<file path="src/rtl/katapayadi_pkg.sv">
// Shared definitions for the katapayadi front-end and decoder side.
package katapayadi_pkg;

  typedef enum logic [1:0] {
    FILL   = 2'd0,
    LAUNCH = 2'd1,
    WAIT   = 2'd2
  } kfl_state_t;

  localparam int unsigned KP_MAX_FRAME = 15;

  function automatic logic kp_is_letter(input logic [7:0] b);
    return ((b >= 8'h41) && (b <= 8'h5A)) || ((b >= 8'h61) && (b <= 8'h7A));
  endfunction

endpackage

</file>
<file path="src/rtl/katapayadi_frame_loader.sv">
// Packs ASCII letters from a byte stream into a frame buffer and launches
// one hash job per frame, holding the buffer until done or watchdog expiry.
module katapayadi_frame_loader
  import katapayadi_pkg::*;
#(
  parameter int unsigned MAX_INPUT = 16,
  parameter int unsigned LEN_WIDTH = 4,
  parameter int unsigned TIMEOUT   = 64
) (
  input  logic                   clk,
  input  logic                   rst_n,
  input  logic [7:0]             s_data,
  input  logic                   s_valid,
  input  logic                   s_last,
  output logic                   s_ready,
  output logic [8*MAX_INPUT-1:0] char_buf,
  output logic [LEN_WIDTH-1:0]   frame_len,
  output logic                   hash_start,
  input  logic                   hash_done,
  output logic                   busy,
  output logic                   frame_truncated,
  output logic                   timeout_err,
  output logic [15:0]            frame_count
);

  localparam int unsigned          WD_W    = (TIMEOUT > 2) ? $clog2(TIMEOUT) : 1;
  localparam logic [LEN_WIDTH-1:0] LEN_MAX = '1;
  localparam logic [WD_W-1:0]      WD_LAST = WD_W'(TIMEOUT - 1);

  kfl_state_t      state;
  logic [WD_W-1:0] wd;
  logic            take;

  assign s_ready = (state == FILL);
  assign busy    = (state != FILL);
  assign take    = s_valid && s_ready;

  always_ff @(posedge clk or negedge rst_n) begin
    if (!rst_n) begin
      state           <= FILL;
      wd              <= '0;
      char_buf        <= '0;
      frame_len       <= '0;
      hash_start      <= 1'b0;
      frame_truncated <= 1'b0;
      timeout_err     <= 1'b0;
      frame_count     <= '0;
    end else begin
      hash_start <= 1'b0;
      case (state)
        FILL: begin
          if (take) begin
            if (kp_is_letter(s_data)) begin
              if (frame_len == LEN_MAX) begin
                frame_truncated <= 1'b1;
              end else begin
                char_buf[{frame_len, 3'b000} +: 8] <= s_data;
                frame_len                          <= frame_len + 1'b1;
              end
            end
            if (s_last) begin
              state      <= LAUNCH;
              hash_start <= 1'b1;
            end
          end
        end
        LAUNCH: begin
          state <= WAIT;
          wd    <= '0;
        end
        WAIT: begin
          wd <= wd + 1'b1;
          // done takes priority over a watchdog expiry in the same cycle
          if (hash_done || (wd == WD_LAST)) begin
            if (hash_done) frame_count <= frame_count + 1'b1;
            else           timeout_err <= 1'b1;
            state           <= FILL;
            char_buf        <= '0;
            frame_len       <= '0;
            frame_truncated <= 1'b0;
          end
        end
        default: state <= FILL;
      endcase
    end
  end

endmodule

</file>
<file path="config.mk">
export PLATFORM = sky130hd
export DESIGN_NAME = katapayadi_frame_loader
export DESIGN_NICKNAME = d
export VERILOG_FILES = /design/src/rtl/katapayadi_pkg.sv /design/src/rtl/katapayadi_frame_loader.sv
export SDC_FILE = /design/constraint.sdc
export NUM_CORES = 1
export LEC_CHECK = 0
export CAP_MARGIN = 20
export CORE_MARGIN = 2
export CORE_UTILIZATION = 35
export CTS_BUF_LIST = sky130_fd_sc_hd__clkbuf_16
export CTS_CLUSTER_DIAMETER = 50
export CTS_CLUSTER_SIZE = 8
export DETAILED_ROUTE_END_ITERATION = 10
export GPL_TIMING_DRIVEN = 0
export SLEW_MARGIN = 25
export SYNTH_ARGS = -nofsm -noshare
export SYNTH_HDL_FRONTEND = slang
export SYNTH_SLANG_ARGS = --single-unit
</file>
<file path="constraint.sdc">
create_clock -name clk -period 5 [get_ports clk]
set_input_delay 0.5 -clock clk [delete_from_list [all_inputs] [get_ports clk]]
set_output_delay 0.5 -clock clk [all_outputs]
set_load 0.005 [all_outputs]
</file>
==> results.txt, run 1 <==
----------------------------------------------------
[Global route]
  Number of global-route vias before repair ... 5,087
  Maximum number of pins on one net before global-route repair ... 87
  Initial antenna violation count ... 0
  Wire length of the first global-routing pass ... 28,900 um
  Global route total overflow ... 0
  Total Routing Usage GR ... 18.7%

[Floorplan]
  Starting density of the core ... 35.5%
  Number of core rows ... 50
  Vertical die dimension ... 142 um
  Area of the core ... 18,600 um^2
  Width of the die ... 142 um
  DIE AREA ... 20,000 um^2
  Number of primary I/O pins ... 166

[Critical path]
  Crit-path slowest cell ... ha_1
  Crit path max-delay family ... buffers and inverters
  Critical path arrival ... 3.08 ns
  Crit path buffers/inverters ... 3
  Critical path capture point type ... flop
  Worst flop-to-flop path startpoint ... frame_len[1]
  Data required, critical path ... 5.36 ns
  Number of logic stages on the critical path including buffering ... 8
  CP most frequent cell ... clkbuf_1
  Worst reg2reg path depth ... 8
  Setup crit start ... frame_len[1]
  Max incr delay on CP ... 0.49 ns
  Timing endpoint of the critical path ... char_buf[113]
  Register-to-register setup slack ... 2.28 ns
  Worst Setup Start Kind ... flop
  Kind of critical path ... reg -> reg
  Worst-path fanout max ... 9
  CP Cell Sequence ... clkbuf_1, inv_1, ha_1, nand2_1, a211oi_1, nor2b_1, clkbuf_1, a22o_1
  Capture point of the worst reg-to-reg path ... char_buf[113]

[Timing]
  Fin Clk Skew ... 0.0105 ns
  Unrepaired setup endpoints after global routing ... false
  Clock period minus worst slack ... 2.72 ns
  Total count of max-transition violations in the final report ... 0
  Headroom to the max-slew limit ... 42.6%
  Portion of the clock cycle consumed by the worst path in the final layout ... 54.5%
  Setup WS post-layout ... 2.28 ns
  Total Negative Setup Slacks ... 0 ns
  Slew at the pin closest to its max-slew limit ... 0.861 ns
  Achievable Freq ... 367 MHz
  Final number of setup-violating endpoints ... 0
  Number of hold violations in the final report ... 0

[Clocking]
  Post-CTS Setup Repair Bufs ... 0
  Worst skew pair latency ... 0.42 ns
  Max Buffers Root-to-Sink ... 2
  Buffer cell driving the clock tree root ... clkbuf_16
  H-Tree Depth ... 4
  Total of cells resized after clock tree synthesis ... 0
  Clock sink total ... 159
  CTS clock-pin slew for the worst setup and hold paths ... 0.06 ns
  Clock tree from TritonCTS ... yes
  Total CTS buffers ... 17
  Number of buffers inserted by hold repair at cts ... 0

[Synth]
  Number of synthesized register bits ... 159
  Synthesized-area fraction occupied by adder cells ... 1.70%
  Post-Synthesis Cells ... 527
  Share of async-settable or async-resettable flops after synthesis ... 100%
  Mean instance size in the synthesized netlist ... 12.6 um^2
  Largest family of logic cells by synthesized area ... compound AO/OA/AOI/OAI gates
  Top_reg_cell synth ... dfrtp_1
  Number of enable flip-flop cells after synthesis ... 0
  Netlist Area Pre-Place ... 6630 um^2
  Count of distinct cell types in the synthesized netlist ... 57
  Proportion of synthesized area in mux cells ... 0.642%
  Post-synthesis simple-gate area fraction ... 12.0%
  Yosys warns ... 0
  Net count after synthesis ... 549
  Fraction of the yosys area taken by sequential cells ... 60.1%
  Post-Synth XOR/XNOR Area ... 2.25%
  Synth Area in Compound Gates ... 20.7%

[Drt]
  Number of detailed-route iterations in the first pass ... 5
  Average vias per placed instance ... 5.32
  Routed wire length per instance ... 19.1 um
  Initial DRC count ... 294
  Remaining DRCs ... 0
  Via count of the routed design ... 5,062
  Number of routed nets with antenna violations ... 0
  Final WL ... 18,200 um

[Worst hold path]
  Class of the most critical hold timing path ... in -> async

[Placement]
  Number of buffers inserted by port buffering ... 161
  RePlAce Congestion ... 0.895
  Pre-CTS setup slack ... 2.21 ns
  Post-DP HPWL ... 13,000 um

[Power and ir drop]
  Leakage power total ... 4.13 nW
  Peak ir drop on the vdd network ... 0.251 mV
  Post-layout power ... 3.71 mW
  Power density over the cells ... 410 nW/um^2

[Layout]
  Area of the multi-input gates ... 2470 um^2
  Ant. Diodes ... 0
  Number of filler cells placed in the layout ... 1,667
  Final net count ... 730
  Share of cells above drive strength 1 ... 10.2%
  Flip-flop and latch area ... 3980 um^2
  Layout overhead on the synthesized area ... 36.6%

[Run status]
  Outcome ... finished, final reports clean

[Job]
  Max Cap Viol ... 0

----------------------------------------------------
==> state kept, by name (all words and copies together) (netlist names) <==
name	flops
char_buf	128
frame_count	16
wd	6
frame_len	4
state	2
frame_truncated	1
hash_start	1
timeout_err	1
==> cells by family (layout without fill, tap and decap cells) <==
logic type / Yosys count / in the layout
compound gates: 166 / 166
xor+xnor: 17 / 17
fa+ha+maj: 9 / 9
buf+inv: 38 / 229
flops: 159 / 159
mux: 4 / 4
simple gates: 134 / 134
==> Yosys cell counts (2+ instances only) <==
| library cell | instances | area, um^2 |
|---|---|---|
| nand3_1 | 17 | 85.1 |
| o22a_1 | 2 | 17.5 |
| nand2_1 | 24 | 90.1 |
| nor3_1 | 2 | 10.0 |
| clkbuf_1 | 13 | 48.8 |
| buf_6 | 2 | 22.5 |
| xnor2_1 | 12 | 105 |
| nor3_2 | 4 | 40.0 |
| buf_4 | 2 | 15.0 |
| a22o_1 | 97 | 850 |
| o21a_1 | 2 | 15.0 |
| and3_1 | 6 | 37.5 |
| dfrtp_1 | 159 | 3980 |
| ha_1 | 9 | 113 |
| nand2b_1 | 3 | 18.8 |
| o21ai_1 | 5 | 25.0 |
| o32ai_1 | 2 | 17.5 |
| o21ai_2 | 10 | 87.6 |
| nor2b_1 | 9 | 56.3 |
| nor2_2 | 7 | 43.8 |
| nor2_1 | 12 | 45.0 |
| a21oi_1 | 4 | 20.0 |
| nand4_1 | 8 | 50.1 |
| and2_1 | 19 | 119 |
| a21o_1 | 21 | 158 |
| mux2_2 | 2 | 22.5 |
| a31oi_1 | 2 | 12.5 |
| nor4b_1 | 2 | 17.5 |
| nand3b_1 | 2 | 15.0 |
| o22ai_1 | 4 | 25.0 |
| inv_1 | 8 | 30.0 |
| xor2_1 | 5 | 43.8 |
| and4_1 | 4 | 35.0 |
| nand2_2 | 5 | 31.3 |
| a32o_1 | 2 | 20.0 |
| o21ai_0 | 7 | 35.0 |
| buf_1 | 3 | 11.3 |
| or3_1 | 2 | 12.5 |
| buf_2 | 9 | 45.0 |
| mux2i_1 | 2 | 20.0 |
==> report_power, final <==
group	internal, mW	switching [mW]
Sequential	1.43	0.124
Clock	0.610	0.486
Combinational	0.520	0.535
Total	2.56	1.15
==> area by class of cell <==
type                            instances  area share [%]
Sequential cell                       159            44.0
Timing Repair Buffer                  162            18.2
Multi-Input combinational cell        330            27.3
Buffer                                 29            1.58
Tap cell                              234            3.24
Inverter                                9           0.373
Clock inverter                         12           0.664
Clock buffer                           17            4.70
==> worst min path at each step <==
stage                            from       endpoint
final                           rst_n  char_buf[105]
after CTS                       rst_n  char_buf[111]
after global routing            rst_n  char_buf[111]
after detailed placement  char_buf[6]    char_buf[6]
after floorplan                 rst_n    char_buf[0]
after global placement    char_buf[6]    char_buf[6]
==> metal layers <==
layer  share of wire (%)  global-route usage, %  routed length [um]  up-vias
met1                  46                   25.7                8430     2587
met5                   0                      0                   0        -
li1                    -                      -                   -     2314
met4                 2.2                   6.84                 394        0
met3                 4.2                   3.91                 756       21
met2                  47                   29.6                8630      140
==> placed cells by master, fill, tap and decap left out, types with 3 or more instances in the layout <==
master / netlist / layout
nand2_2: 5 / 5
o21ai_2: 10 / 10
nand4_1: 8 / 8
nor2_2: 7 / 7
clkbuf_1: 13 / 13
ha_1: 9 / 9
nor2_1: 12 / 12
inv_1: 8 / 11
and4_1: 4 / 4
a21o_1: 21 / 21
xor2_1: 5 / 5
nand3_1: 17 / 17
nor3_2: 4 / 4
o21ai_1: 5 / 5
o21ai_0: 7 / 7
nand2b_1: 3 / 3
buf_1: 3 / 3
and3_1: 6 / 6
a21oi_1: 4 / 4
and2_1: 19 / 19
a22o_1: 97 / 97
clkdlybuf4s50_1: 0 / 160
xnor2_1: 12 / 12
o22ai_1: 4 / 4
dfrtp_1: 159 / 159
nand2_1: 24 / 24
buf_2: 9 / 9
nor2b_1: 9 / 9
clkbuf_16: 0 / 17
clkinv_1: 0 / 4
==> through the flow <==
stage	util [%]	area (um^2)	cells	hold WS (ns)
final	48.5	9050	952	0.0373
after global routing	48.5	9050	952	0.0754
after CTS	48.5	9050	952	0.0536
after detailed placement	45.9	8560	923	0.466
after global placement	45.8	8530	922	0.462
after floorplan	-	6630	527	0.204
No activity file was read; power rests on OpenSTA's default activity.
==> run 2, diff against run 1 <==
==> constraint.sdc (replaced) <==
create_clock -name clk -period 2.5 [get_ports clk]
set_input_delay 0.25 -clock clk [delete_from_list [all_inputs] [get_ports clk]]
set_output_delay 0.25 -clock clk [all_outputs]
set_load 0.005 [all_outputs]
==> run 2 against run 1 <==
Compared with the run above: largest power group unchanged; sequential share of layout area is 0.35 points lower; non-clock buffer count rose by 2; fmax increased by 14%; clock skew up 0.0032 ns; critical endpoint is now char_buf[9]; utilization increased by 0.40 points; critical path depth stayed put; highest routed layer unchanged; clock power up 99%; critical path type unchanged; sequential cell count did not move; register-to-register slack lost 2.2 ns.
==> results.txt, run 2 (synthesized netlist as in run 1, its figures left out) <==
----------------------------------------------------
[Run status]
  Outcome ... finished, final reports clean

[Critical path]
  Register-to-register setup slack ... 0.11 ns
  CP Cell Sequence ... clkbuf_2, inv_1, ha_2, and2_1, a21oi_4, o21ai_1, o21ai_1, a22o_1
  Capture point of the worst reg-to-reg path ... char_buf[9]
  Data required, critical path ... 2.85 ns
  Crit-path slowest cell ... o21ai_1
  CP most frequent cell ... o21ai_1
  Worst reg2reg path depth ... 8
  Critical path arrival ... 2.74 ns
  Worst Setup Start Kind ... flop
  Worst-path fanout max ... 9
  Max incr delay on CP ... 0.53 ns
  Critical path capture point type ... flop
  Worst flop-to-flop path startpoint ... frame_len[1]
  Kind of critical path ... reg -> reg

[Drt]
  Number of detailed-route iterations in the first pass ... 4
  Routed wire length per instance ... 19.2 um
  Via count of the routed design ... 5,074
  Initial DRC count ... 271
  Remaining DRCs ... 0
  Final WL ... 18,300 um
  Number of routed nets with antenna violations ... 0
  Average vias per placed instance ... 5.32

[Layout]
  Number of flip-flops in the largest register ... 128
  Final net count ... 732
  Most common cell after layout, fill and taps aside ... clkdlybuf4s50_1
  Non-Filler Cell Area, Final ... 9120 um^2
  Number of filler cells placed in the layout ... 1,667
  Ant. Diodes ... 0
  Commonest cells after routing, fill and taps aside ... clkdlybuf4s50_1 (160), dfrtp_1 (158), a22o_1 (97)
  Register ranked first by flip-flop count ... char_buf
  Share of cells above drive strength 1 ... 11.9%
  Layout overhead on the synthesized area ... 37.7%
  Leading registers by flop count ... char_buf: 128 flops, frame_count: 16 flops, wd: 6 flops

[Floorplan]
  Width of the die ... 142 um
  Vertical die dimension ... 142 um
  Number of primary I/O pins ... 166
  Area of the core ... 18,600 um^2
  Number of core rows ... 50
  Starting density of the core ... 35.5%
  DIE AREA ... 20,000 um^2

[Global route]
  Global route total overflow ... 0
  Initial antenna violation count ... 0
  Total Routing Usage GR ... 18.7%
  Maximum number of pins on one net before global-route repair ... 87
  Wire length of the first global-routing pass ... 28,900 um
  Number of global-route vias before repair ... 5,089

[Worst hold path]
  Class of the most critical hold timing path ... in -> reg
  Worst-case hold path end point ... char_buf[16]
  Hold path start ... s_data[0]
  Cells on Worst Hold Path ... 2

[Timing]
  Slew at the pin closest to its max-slew limit ... 0.857 ns
  Fin Clk Skew ... 0.0138 ns
  Total Negative Setup Slacks ... 0 ns
  Total count of max-transition violations in the final report ... 0
  Portion of the clock cycle consumed by the worst path in the final layout ... 95.5%
  Final number of setup-violating endpoints ... 0
  Achievable Freq ... 419 MHz
  Headroom to the max-slew limit ... 42.9%
  Unrepaired setup endpoints after global routing ... true
  Number of hold violations in the final report ... 0
  Clock period minus worst slack ... 2.39 ns

[Job]
  Max Cap Viol ... 0

[Power and ir drop]
  Internal power ... 5.16 mW
  Share of power burned in registers ... 41.6%
  Relative contribution of the clock network to total power ... 29.3%
  Sw Ratio ... 31.1%
  Switching power ... 2.33 mW
  Power density over the cells ... 821 nW/um^2
  Logic pwr share ... 29.1%
  Post-layout power ... 7.49 mW
  Peak ir drop on the vdd network ... 0.520 mV
  Leakage power total ... 4.17 nW

[Placement]
  Placed Instance Area ... 8560 um^2
  Number of buffers inserted by port buffering ... 161
  RePlAce Congestion ... 0.895
  Post-DP HPWL ... 13,000 um

[Clocking]
  Total CTS buffers ... 17
  Worst skew pair latency ... 0.42 ns
  H-Tree Depth ... 4
  Max Buffers Root-to-Sink ... 2
  Buffer cell driving the clock tree root ... clkbuf_16
  Clock tree from TritonCTS ... yes
  CTS clock-pin slew for the worst setup and hold paths ... 0.06 ns
  Clock sink total ... 159

----------------------------------------------------
[run 2: cell count changes in the layout (fill, tap and decap cells not counted), sizes merged]
cell         change
dlygate4sd3      +1
clkbuf           +1
[run 2: critical path: cells and delay by family (launching register included)]
| family | cells | cell delay, ns |
|---|---|---|
| AOI/OAI and AO/OA | 4 | 1.10 |
| DFF | 1 | 0.40 |
| buffers and inverters | 2 | 0.35 |
| adders and majority gates | 1 | 0.24 |
| and+or+nand+nor | 1 | 0.23 |
[run 2: worst max-delay path by stage]
stage | startpoint | end | slack [ns] | cells after the start
2_1_floorplan | frame_len[1] | char_buf[112] | 0.30 | 8
4_1_cts | state[0] | char_buf[18] | 0.004 | 7
3_5_place_dp | frame_len[1] | char_buf[113] | -0.19 | 8
5_1_grt | frame_len[1] | char_buf[2] | -0.009 | 9
3_3_place_gp | rst_n | char_buf[72] | -4.99 | 1
6_report | frame_len[1] | char_buf[9] | 0.11 | 8
[run 2: cell type report]
cell class / instances / area, um^2 / area share (%)
clock buffer: 17 / 425 / 4.66
timing repair buffer: 164 / 1660 / 18.2
sequential: 159 / 3980 / 43.6
buffer: 29 / 146 / 1.60
clock inverter: 12 / 60.1 / 0.658
multi-input combinational: 330 / 2520 / 27.7
tap: 234 / 293 / 3.21
inverter: 9 / 33.8 / 0.370
[run 2: timing repair]
action,4_1_cts,5_1_grt
buffers inserted,0,1
gates cloned,0,0
hold buffers,1,0
pin swaps,0,1
hold endpoints to repair,73,0
gates resized for setup,5,11
setup endpoints to repair,46,104
[run 2: power groups by stage]
stage | Combinational [mW] | Sequential [mW] | Clock, mW
global placement | 2.09 | 3.15 | 0
floorplan | 1.12 | 3.13 | 0
finish | 2.18 | 3.12 | 2.19
detailed placement | 2.12 | 3.16 | 0
global route | 2.38 | 3.16 | 2.37
CTS | 2.14 | 3.12 | 2.25
[run 2: layer usage]
| layer | up-vias | track usage [%] | share of wire (%) |
|---|---|---|---|
| li1 | 2316 | - | - |
| met1 | 2597 | 25.7 | 46 |
| met2 | 138 | 29.6 | 47 |
| met3 | 23 | 3.91 | 4.3 |
| met4 | 0 | 6.84 | 2.2 |
| met5 | - | 0 | 0 |
[run 2: metrics by stage]
step                util (%)  worst slack, ns  hold slack, ns  cells
global placement        45.8            -4.99           0.462    922
CTS                     48.6          0.00410           0.108    953
detailed placement      45.9           -0.190           0.253    923
global route            48.9         -0.00870           0.113    954
floorplan                  -            0.300         -0.0456    527
finish                  48.9            0.112           0.120    954
